### src/rtl/i2s_tx_master_if.sv
// ----------------------------------------------------------------------------
// i2s_tx_master_if
//   Bundles the sample handshake and serial outputs of the I2S transmitter.
//   Parameter W : sample width in bits per channel.
//   Signals:
//     en           transmit enable (sampled at frame boundaries)
//     in_valid     sample pair offered by the source
//     in_left      left sample, two's complement
//     in_right     right sample, two's complement
//     in_ready     transmitter can take a pair (pending buffer empty)
//     ws           word select, 0 = left, 1 = right
//     sd           serial data, MSB first
//     frame_strobe pulse in the cycle driving the left MSB
//     underrun     pulse, with frame_strobe, when a frame started without data
//     underrun_cnt saturating underrun count
//   Modports:
//     master : transmitter side
//     slave  : sample source / serial sink side
// ----------------------------------------------------------------------------
interface i2s_tx_master_if #(
   parameter int unsigned W = 16
);
   logic         en;
   logic         in_valid;
   logic [W-1:0] in_left;
   logic [W-1:0] in_right;
   logic         in_ready;
   logic         ws;
   logic         sd;
   logic         frame_strobe;
   logic         underrun;
   logic [7:0]   underrun_cnt;

   modport master (
      input  en,
      input  in_valid,
      input  in_left,
      input  in_right,
      output in_ready,
      output ws,
      output sd,
      output frame_strobe,
      output underrun,
      output underrun_cnt
   );

   modport slave (
      output en,
      output in_valid,
      output in_left,
      output in_right,
      input  in_ready,
      input  ws,
      input  sd,
      input  frame_strobe,
      input  underrun,
      input  underrun_cnt
   );
endinterface

### src/rtl/i2s_tx_master.sv
// ----------------------------------------------------------------------------
// i2s_tx_master
//   I2S master transmitter for one stereo stream. Parallel left/right samples
//   arrive over a valid/ready handshake into a single pending buffer; at each
//   frame boundary the pending pair moves into the active frame register and
//   is shifted out MSB first, left then right, one bit per sck cycle. A frame
//   that starts with nothing pending is sent as silence and counted as an
//   underrun (count saturates at 255).
//
//   Parameter W : sample width per channel (4..32); a frame is 2*W cycles.
//   Ports:
//     sck  bit clock, all logic on its rising edge
//     rst  asynchronous reset, active low
//     bus  i2s_tx_master_if.master (handshake, ws/sd and status outputs)
//
//   Frame position c runs 0..2W-1. Cycle c=1 carries the left MSB and
//   c=0 carries the previous frame's right LSB, so ws always leads the MSB
//   by one cycle. Frames are only started or stopped at the c=0 boundary.
// ----------------------------------------------------------------------------
module i2s_tx_master #(
   parameter int unsigned W = 16
) (
   input  logic               sck,
   input  logic               rst,
   i2s_tx_master_if.master    bus
);

   localparam int unsigned FW = 2 * W;
   localparam int unsigned CW = $clog2(FW);
   localparam logic [CW-1:0] C_LAST = CW'(FW - 1);
   localparam logic [CW-1:0] C_MID  = CW'(W);

   typedef enum logic {
      S_IDLE,
      S_RUN
   } state_e;

   state_e          state_q, state_d;
   logic [CW-1:0]   c_q, c_d;

   // pending buffer (one sample pair)
   logic [W-1:0]    pend_l_q, pend_l_d;
   logic [W-1:0]    pend_r_q, pend_r_d;
   logic            pend_full_q, pend_full_d;

   // active frame: bits still to be sent, next bit in the MSB position
   logic [FW-1:0]   shift_q, shift_d;

   // registered outputs
   logic            ws_q, ws_d;
   logic            sd_q, sd_d;
   logic            strobe_q, strobe_d;
   logic            ur_q, ur_d;
   logic [7:0]      cnt_q, cnt_d;

   logic            accept;
   logic            boundary;

   always_ff @(posedge sck or negedge rst) begin
      if (!rst) begin
         state_q     <= S_IDLE;
         c_q         <= '0;
         pend_l_q    <= '0;
         pend_r_q    <= '0;
         pend_full_q <= 1'b0;
         shift_q     <= '0;
         ws_q        <= 1'b0;
         sd_q        <= 1'b0;
         strobe_q    <= 1'b0;
         ur_q        <= 1'b0;
         cnt_q       <= '0;
      end else begin
         state_q     <= state_d;
         c_q         <= c_d;
         pend_l_q    <= pend_l_d;
         pend_r_q    <= pend_r_d;
         pend_full_q <= pend_full_d;
         shift_q     <= shift_d;
         ws_q        <= ws_d;
         sd_q        <= sd_d;
         strobe_q    <= strobe_d;
         ur_q        <= ur_d;
         cnt_q       <= cnt_d;
      end
   end

   always_comb begin
      state_d     = state_q;
      c_d         = c_q;
      pend_l_d    = pend_l_q;
      pend_r_d    = pend_r_q;
      pend_full_d = pend_full_q;
      shift_d     = {shift_q[FW-2:0], 1'b0};
      ws_d        = 1'b0;
      sd_d        = 1'b0;
      strobe_d    = 1'b0;
      ur_d        = 1'b0;
      cnt_d       = cnt_q;

      accept   = bus.in_valid && !pend_full_q;
      boundary = (state_q == S_IDLE) || (c_q == '0);

      // Accept only happens with the buffer empty, and a load only clears
      // it when full, so the two updates below never collide.
      if (accept) begin
         pend_l_d    = bus.in_left;
         pend_r_d    = bus.in_right;
         pend_full_d = 1'b1;
      end

      if (boundary) begin
         if (bus.en) begin
            state_d  = S_RUN;
            c_d      = CW'(1);
            strobe_d = 1'b1;
            ws_d     = 1'b0;
            if (pend_full_q) begin
               // left MSB goes straight to sd; the rest queues behind it
               sd_d        = pend_l_q[W-1];
               shift_d     = {pend_l_q[W-2:0], pend_r_q, 1'b0};
               pend_full_d = 1'b0;
            end else begin
               sd_d    = 1'b0;
               shift_d = '0;
               ur_d    = 1'b1;
               if (cnt_q != '1) begin
                  cnt_d = cnt_q + 8'd1;
               end
            end
         end else begin
            state_d = S_IDLE;
            c_d     = '0;
            shift_d = shift_q;
         end
      end else begin
         c_d  = (c_q == C_LAST) ? '0 : c_q + CW'(1);
         ws_d = (c_d >= C_MID);
         sd_d = shift_q[FW-1];
      end
   end

   assign bus.in_ready     = !pend_full_q;
   assign bus.ws           = ws_q;
   assign bus.sd           = sd_q;
   assign bus.frame_strobe = strobe_q;
   assign bus.underrun     = ur_q;
   assign bus.underrun_cnt = cnt_q;

endmodule
### src/flat_wrapper.sv
// flat-port wrapper written by rule: the top's interface ports become plain ports
module i2s_tx_master_flat 
#(
   parameter int unsigned W = 16
)
  (sck, rst, bus_en, bus_in_valid, bus_in_left, bus_in_right, bus_in_ready, bus_ws, bus_sd, bus_frame_strobe, bus_underrun, bus_underrun_cnt);
  i2s_tx_master_if #(.W(W)) bus_i ();
  input  logic sck;
  input  logic rst;
  input wire logic [$bits(bus_i.en)-1:0] bus_en;
  input wire logic [$bits(bus_i.in_valid)-1:0] bus_in_valid;
  input wire logic [$bits(bus_i.in_left)-1:0] bus_in_left;
  input wire logic [$bits(bus_i.in_right)-1:0] bus_in_right;
  output wire logic [$bits(bus_i.in_ready)-1:0] bus_in_ready;
  output wire logic [$bits(bus_i.ws)-1:0] bus_ws;
  output wire logic [$bits(bus_i.sd)-1:0] bus_sd;
  output wire logic [$bits(bus_i.frame_strobe)-1:0] bus_frame_strobe;
  output wire logic [$bits(bus_i.underrun)-1:0] bus_underrun;
  output wire logic [$bits(bus_i.underrun_cnt)-1:0] bus_underrun_cnt;
  assign bus_i.en = bus_en;
  assign bus_i.in_valid = bus_in_valid;
  assign bus_i.in_left = bus_in_left;
  assign bus_i.in_right = bus_in_right;
  assign bus_in_ready = bus_i.in_ready;
  assign bus_ws = bus_i.ws;
  assign bus_sd = bus_i.sd;
  assign bus_frame_strobe = bus_i.frame_strobe;
  assign bus_underrun = bus_i.underrun;
  assign bus_underrun_cnt = bus_i.underrun_cnt;
  i2s_tx_master #(.W(W)) u_core (.sck(sck), .rst(rst), .bus(bus_i));
endmodule
### config.mk
export PLATFORM = sky130hd
export DESIGN_NAME = i2s_tx_master_flat
export DESIGN_NICKNAME = d
export VERILOG_FILES = /design/src/rtl/i2s_tx_master_if.sv /design/src/rtl/i2s_tx_master.sv /design/src/flat_wrapper.sv
export SDC_FILE = /design/constraint.sdc
export NUM_CORES = 1
export LEC_CHECK = 0
export CAP_MARGIN = 15
export CELL_PAD_IN_SITES_DETAIL_PLACEMENT = 1
export CELL_PAD_IN_SITES_GLOBAL_PLACEMENT = 2
export CORE_MARGIN = 10
export CORE_UTILIZATION = 38
export DETAILED_ROUTE_END_ITERATION = 10
export PLACE_DENSITY = 0.83
export RECOVER_POWER = 25
export SETUP_SLACK_MARGIN = 0.4
export SYNTH_ARGS = -nofsm -noshare
export SYNTH_HDL_FRONTEND = slang
export SYNTH_SLANG_ARGS = --single-unit
### constraint.sdc
create_clock -name sck -period 3.43 [get_ports sck]
set_input_delay 0.343 -clock sck [delete_from_list [all_inputs] [get_ports sck]]
set_output_delay 0.343 -clock sck [all_outputs]
set_load 0.05 [all_outputs]
==> out/qor.yml, run 1 <==
ys_async_sr_fraction_pct: 100
postCtsSetupBuffers: 0
worstReg2RegEnd: "u_core.shift_q[1]"
worst_pin_slew_ns: 1.99
numCtsBuffers: 9
antenna_cells: 0
rows: 34
synth_area_leaders: "dfrtp_1 58%, mux2_2 11%, a21oi_1 8.5%, nor2b_1 5.4%, nor2_1 3.8%"
synth_cell_types: 33
dr.pass1.iters: 4
critPathMaxStageDelay_ns: 0.51
port_buffers: 48
setup_viol: 0
ctsRootBufferMaster: "clkbuf_8"
placeableCoreArea_um2: 8850
dp_hpwl_mm: 4.89
drtAntennaViolNets: 0
fmax_mhz: 455
clk_pin_slew_ns: 0.08
relSlewSlack_pct: -32.6
final_hold_viol_count: 0
ys_seq_area_share_pct: 58.1
ios: 49
synth_top_area_cell: "dfrtp_1"
cpMaxStageDelayCell: "nand2b_2"
synth.cell_area_um2: 3490
fin_nets: 396
area_delta_synth_final_pct: 22.3
final_cell_mix: "81 x dfrtp_1, 59 x a21oi_1, 47 x clkdlybuf4s50_1, 35 x nor2_1, 35 x mux2_2"
reg2reg_depth: 6
arrival_ns: 2.46
fin_cells: 469
globalRoute.totalOverflow: 0
r2r_slack_ns: 1.23
synth.top_cell.area_share_pct: 58.1
finalMaxSlewViolations: 82
rsz0062_at_grt: "no"
synth-edff-count: 0
setup-tns-final_ns: 0
gp_congestion: 0.717
synth_cells: 313
path_cells: "inv_1 > ha_1 > nor4b_4 > nand2b_2 > buf_4 > a21boi_0"
timing.final.crit_share_pct: 64.1
syn_avg_cell_area_um2: 11.1
cts_tree: "built"
place_inst: 453
maxCapViolations: 1
grt_pass1_wl_mm: 12.4
end_kind: "flip-flop"
wire_per_inst_um: 15.5
skew_ns: 0.00722
routed_wl_mm: 7.26
synth_nets: 353
endpoint: "u_core.shift_q[1]"
viasPerCell: 5.00
synth-main-ff-cell: "dfrtp_1"
grt_max_degree: 82
status: "finished, violations left"
path_class: "flip-flop to flip-flop"
whs_ns: 0.513
p_per_area_nw_per_um2: 897
start_kind: "flip-flop"
drc_errors: 0
crit_start: "u_core.c_q[0]"
cp_max_fo: 43
die_y_um: 116
violations: "capacitance limit, slew limit"
fp.dieW_um: 116
cts.path.max_buffers: 2
track_usage_pct: 11.5
antenna_found_initial: 0
worstPathRequired_ns: 3.69
dr_total_vias: 2345
leakagePower_uw: 0.00181
grt_pass1_vias: 2491
synth-seq-cells: 81
holdCritPathClass: "flip-flop to flip-flop"
first_iter_violations: 92
finalCriticalPeriod_ns: 2.20
postCtsHoldBufs: 0
cts.sinks: 81
htreeDepth: 3
fp.dieArea_um2: 13400
vdd_drop_max_uv: 397
ys_warn_count: 0
insertion_delay_ns: 0.34
initial_core_util_pct: 39.4
fill_cells: 968
r2r-start: "u_core.c_q[0]"
layout-drive-gt1-share_pct: 17.2
layout_commonest_cell: "dfrtp_1"
cts_resized: 0
[critical path, delay by kind of cell, from the launching register on]
family / cells / cell delay [ns]
AO/OA/AOI/OAI: 1 / 0.23
adder cells (fa/ha/maj): 1 / 0.14
buffers and inverters: 2 / 0.54
flip-flops: 1 / 0.42
AND/OR/NAND/NOR: 2 / 0.77
[synthesized netlist by cell type, drive strengths merged, types with 4 or more instances]
cell / n
inv: 8
mux2: 35
dfrtp: 81
a21oi: 59
nand2: 5
nor2: 35
nor3: 5
nand3: 4
ha: 4
xor2: 4
buf: 6
clkbuf: 14
nor2b: 30
[flip-flops by register name, summed over array words and instances (netlist names)]
register / count
u_core.bus.frame_strobe: 1
u_core.bus.sd: 1
u_core.bus.underrun: 1
u_core.bus.underrun_cnt: 8
u_core.c_q: 5
u_core.pend_full_q: 1
u_core.pend_l_q: 16
u_core.pend_r_q: 16
u_core.shift_q: 31
u_core.state_q: 1
[how the worst min path moves through the flow]
stage,from,endpoint,slack [ns],depth (start not counted)
after detailed placement,u_core.pend_r_q[9],u_core.pend_r_q[9],0.50,1
final,u_core.bus.underrun_cnt[0],u_core.bus.underrun_cnt[0],0.51,1
after floorplan,rst,u_core.bus.frame_strobe,0.05,0
after CTS,rst,u_core.pend_l_q[11],0.21,1
after global routing,u_core.pend_l_q[2],u_core.pend_l_q[2],0.54,1
after global placement,u_core.pend_r_q[0],u_core.pend_r_q[0],0.49,1
[stage by stage]
stage	total power [µW]	area [µm²]	utilization [%]	setup slack, ns
CTS	3890	4270	48.2	1.23
global placement	3060	4060	45.9	1.23
global route	4150	4270	48.2	0.964
detailed placement	3130	4060	45.9	1.15
finish	3830	4270	48.2	1.23
floorplan	2720	3490	-	1.56
[area by class of cell]
| cell class | count | area (µm²) | share of cell area, % |
|---|---|---|---|
| sequential | 81 | 2030 | 47.5 |
| multi-input combinational | 204 | 1360 | 31.8 |
| clock inverter | 6 | 82.6 | 1.94 |
| tap | 108 | 135 | 3.17 |
| inverter | 8 | 30.0 | 0.704 |
| clock buffer | 10 | 128 | 2.99 |
| timing repair buffer | 52 | 505 | 11.9 |
[report_power, final]
group	internal [µW]	leakage, µW	total (µW)	switching, µW
logic	645	0.000732	1390	747
registers	1410	0.000970	1680	272
clock network	407	0.000106	751	344
total	2460	0.00181	3830	1360
[layer usage]
metal | vias to the layer above | GRT usage, % | share of wire, % | wire (µm)
met4 | 0 | 2.50 | 0.81 | 59
li1 | 1140 | - | - | -
met5 | - | 0 | 0 | 0
met1 | 1162 | 14.0 | 45 | 3280
met2 | 37 | 18.8 | 49 | 3570
met3 | 6 | 4.34 | 4.7 | 340
[logic make-up after synthesis]
logic type | count (synthesis) | share of synthesized area [%]
buf+inv | 28 | 3.26
compound gates | 66 | 10.0
flops | 81 | 58.1
fa+ha+maj | 4 | 1.43
mux | 36 | 11.6
xor+xnor | 6 | 1.51
simple gates | 92 | 14.1
No activity file was read; power rests on OpenSTA's default activity.
==> run 2, diff against run 1 <==
CORE_UTILIZATION = 35   (was 38)
PLACE_DENSITY = 0.77   (was 0.83)
clock period = 2.2 ns   (was 3.43 ns; I/O delays follow)
==> run 2 against run 1 <==
Effect of this change:
- the run now ends clean
- final cell count increased by 7.7%
- worst hold slack worse by 0.032 ns
- die area up 7.1%
- clock skew barely moved
- power up 60%
- critical endpoint is now u_core.bus.underrun_cnt[4]
- highest routed layer unchanged
==> out/qor.yml, run 2 (same netlist as run 1, synthesis figures left out) <==
whs_path_depth: 2
dr.pass1.iters: 4
area_delta_synth_final_pct: 27.5
reg_top3: "u_core.shift_q (31), u_core.pend_l_q (16), u_core.pend_r_q (16)"
p_per_area_nw_per_um2: 1370
globalRoute.totalOverflow: 0
ios: 49
vdd_drop_max_uv: 549
reg2reg_depth: 6
worstSetupPathDepth: 6
path_class: "flip-flop to flip-flop"
crit_family: "simple AND/OR/NAND/NOR gates"
worstPathRequired_ns: 2.43
critPathMaxStageDelay_ns: 0.50
grt_pass1_wl_mm: 13.1
final_hold_viol_count: 0
fin_cells: 505
finalCriticalPeriod_ns: 1.74
place_inst: 480
largest_reg_flops: 31
insertion_delay_ns: 0.34
fmax_mhz: 574
layout-drive-gt1-share_pct: 21.5
final_cell_mix: "80 x dfrtp_1, 59 x a21oi_1, 38 x clkdlybuf4s50_1, 35 x nor2_1, 35 x mux2_2"
relSlewSlack_pct: 21.8
end_kind: "flip-flop"
antenna_found_initial: 0
drtAntennaViolNets: 0
top_register: "u_core.shift_q"
initial_core_util_pct: 35.9
start_kind: "flip-flop"
cts.sinks: 81
path_cells: "inv_1 > ha_1 > nor4b_4 > o21ai_4 > or4b_4 > xnor2_1"
fp.dieArea_um2: 14400
cts.path.max_buffers: 2
track_usage_pct: 11.0
holdCritPathClass: "input pin to flip-flop"
htreeDepth: 3
drc_errors: 0
cp_max_fo: 4
cts_tree: "built"
dr_total_vias: 2443
wire_per_inst_um: 15.6
ctsRootBufferMaster: "clkbuf_8"
grt_max_degree: 64
grt_pass1_vias: 2675
whs_ns: 0.481
fp.dieW_um: 120
timing.final.crit_share_pct: 79.1
setup-tns-final_ns: 0
rows: 36
crit_buf_inv: 1
numCtsBuffers: 9
dp_hpwl_mm: 5.04
skew_ns: 0.00689
status: "complete, no violations"
cpMaxStageDelayCell: "or4b_4"
arrival_ns: 1.97
placeableCoreArea_um2: 9730
routed_wl_mm: 7.86
antenna_cells: 0
finalMaxSlewViolations: 0
gp_congestion: 0.732
first_iter_violations: 74
port_buffers: 48
setup_viol: 0
viasPerCell: 4.84
die_y_um: 120
maxCapViolations: 0
leakagePower_uw: 0.00193
fin_nets: 407
layout_commonest_cell: "dfrtp_1"
rsz0062_at_grt: "yes"
worst_pin_slew_ns: 1.17
clk_pin_slew_ns: 0.08
## run 2: cell types whose count changed in the layout (fill, tap and decap cells not counted), moves of 2 or more
cell / delta
bufinv_16: -2
buf_4: +7
dlygate4sd2_1: +7
nor3_2: +3
clkbuf_8: +3
nor3_1: -3
clkdlybuf4s50_1: -9
## run 2: timing repair
item | in CTS | in global routing
pin swaps | 1 | 4
hold buffers | 1 | 0
endpoints found under the setup margin | 11 | 39
endpoints found under the hold margin | 43 | 0
gates cloned | 0 | 1
setup buffers | 5 | 2
resized for setup | 12 | 8
## run 2: per-stage QoR
step	setup WS, ns	utilization (%)	power, µW	cell area [µm²]
finish	0.459	45.7	6120	4450
global route	0.366	45.7	6610	4450
CTS	0.396	45.0	6040	4380
detailed placement	0.338	42.5	4920	4130
global placement	0.432	42.5	4830	4130
floorplan	0.427	-	4250	3490
## run 2: final timing paths
check	startpoint	to	slack, ns
setup / recovery	u_core.c_q[1]	u_core.bus.underrun_cnt[4]	0.46
hold / removal	bus_in_left[2]	u_core.pend_l_q[2]	0.48
setup reg to reg	u_core.c_q[1]	u_core.bus.underrun_cnt[4]	0.46
hold reg to reg	u_core.pend_r_q[13]	u_core.pend_r_q[13]	0.52
max in group asynchronous	rst	u_core.c_q[4]	0.77
min in group asynchronous	rst	u_core.bus.underrun_cnt[3]	0.64
## run 2: per-layer routing
layer | vias to the layer above | track usage, % | part of all wire (%)
met3 | 9 | 2.91 | 3.1
met4 | 0 | 3.92 | 1.5
met5 | - | 0 | 0
met2 | 52 | 17.7 | 48
met1 | 1221 | 13.9 | 47
li1 | 1161 | - | -
## run 2: report_power, final
part,internal (µW),total [µW],switching (µW)
clock network,501,1030,528
logic,1190,2470,1280
registers,2200,2620,419
## run 2: final cells by class
class                      instances  area (µm²)
clock buffer                      12         165
clock inverter                     4        26.3
fill                            1081        5280
inverter                           8        30.0
multi-input combinational        204        1400
sequential                        81        2030
tap                              133         166
timing repair buffer              63         629
## run 2: worst register-to-register path: cells and delay by family, from the launching register on
family / cells / cell delay [ns]
adders and majority gates: 1 / 0.13
DFF: 1 / 0.39
AOI/OAI and AO/OA: 1 / 0.12
buffers and inverters: 1 / 0.06
xor gates and xnor gates: 1 / 0.14
and+or+nand+nor: 2 / 0.80
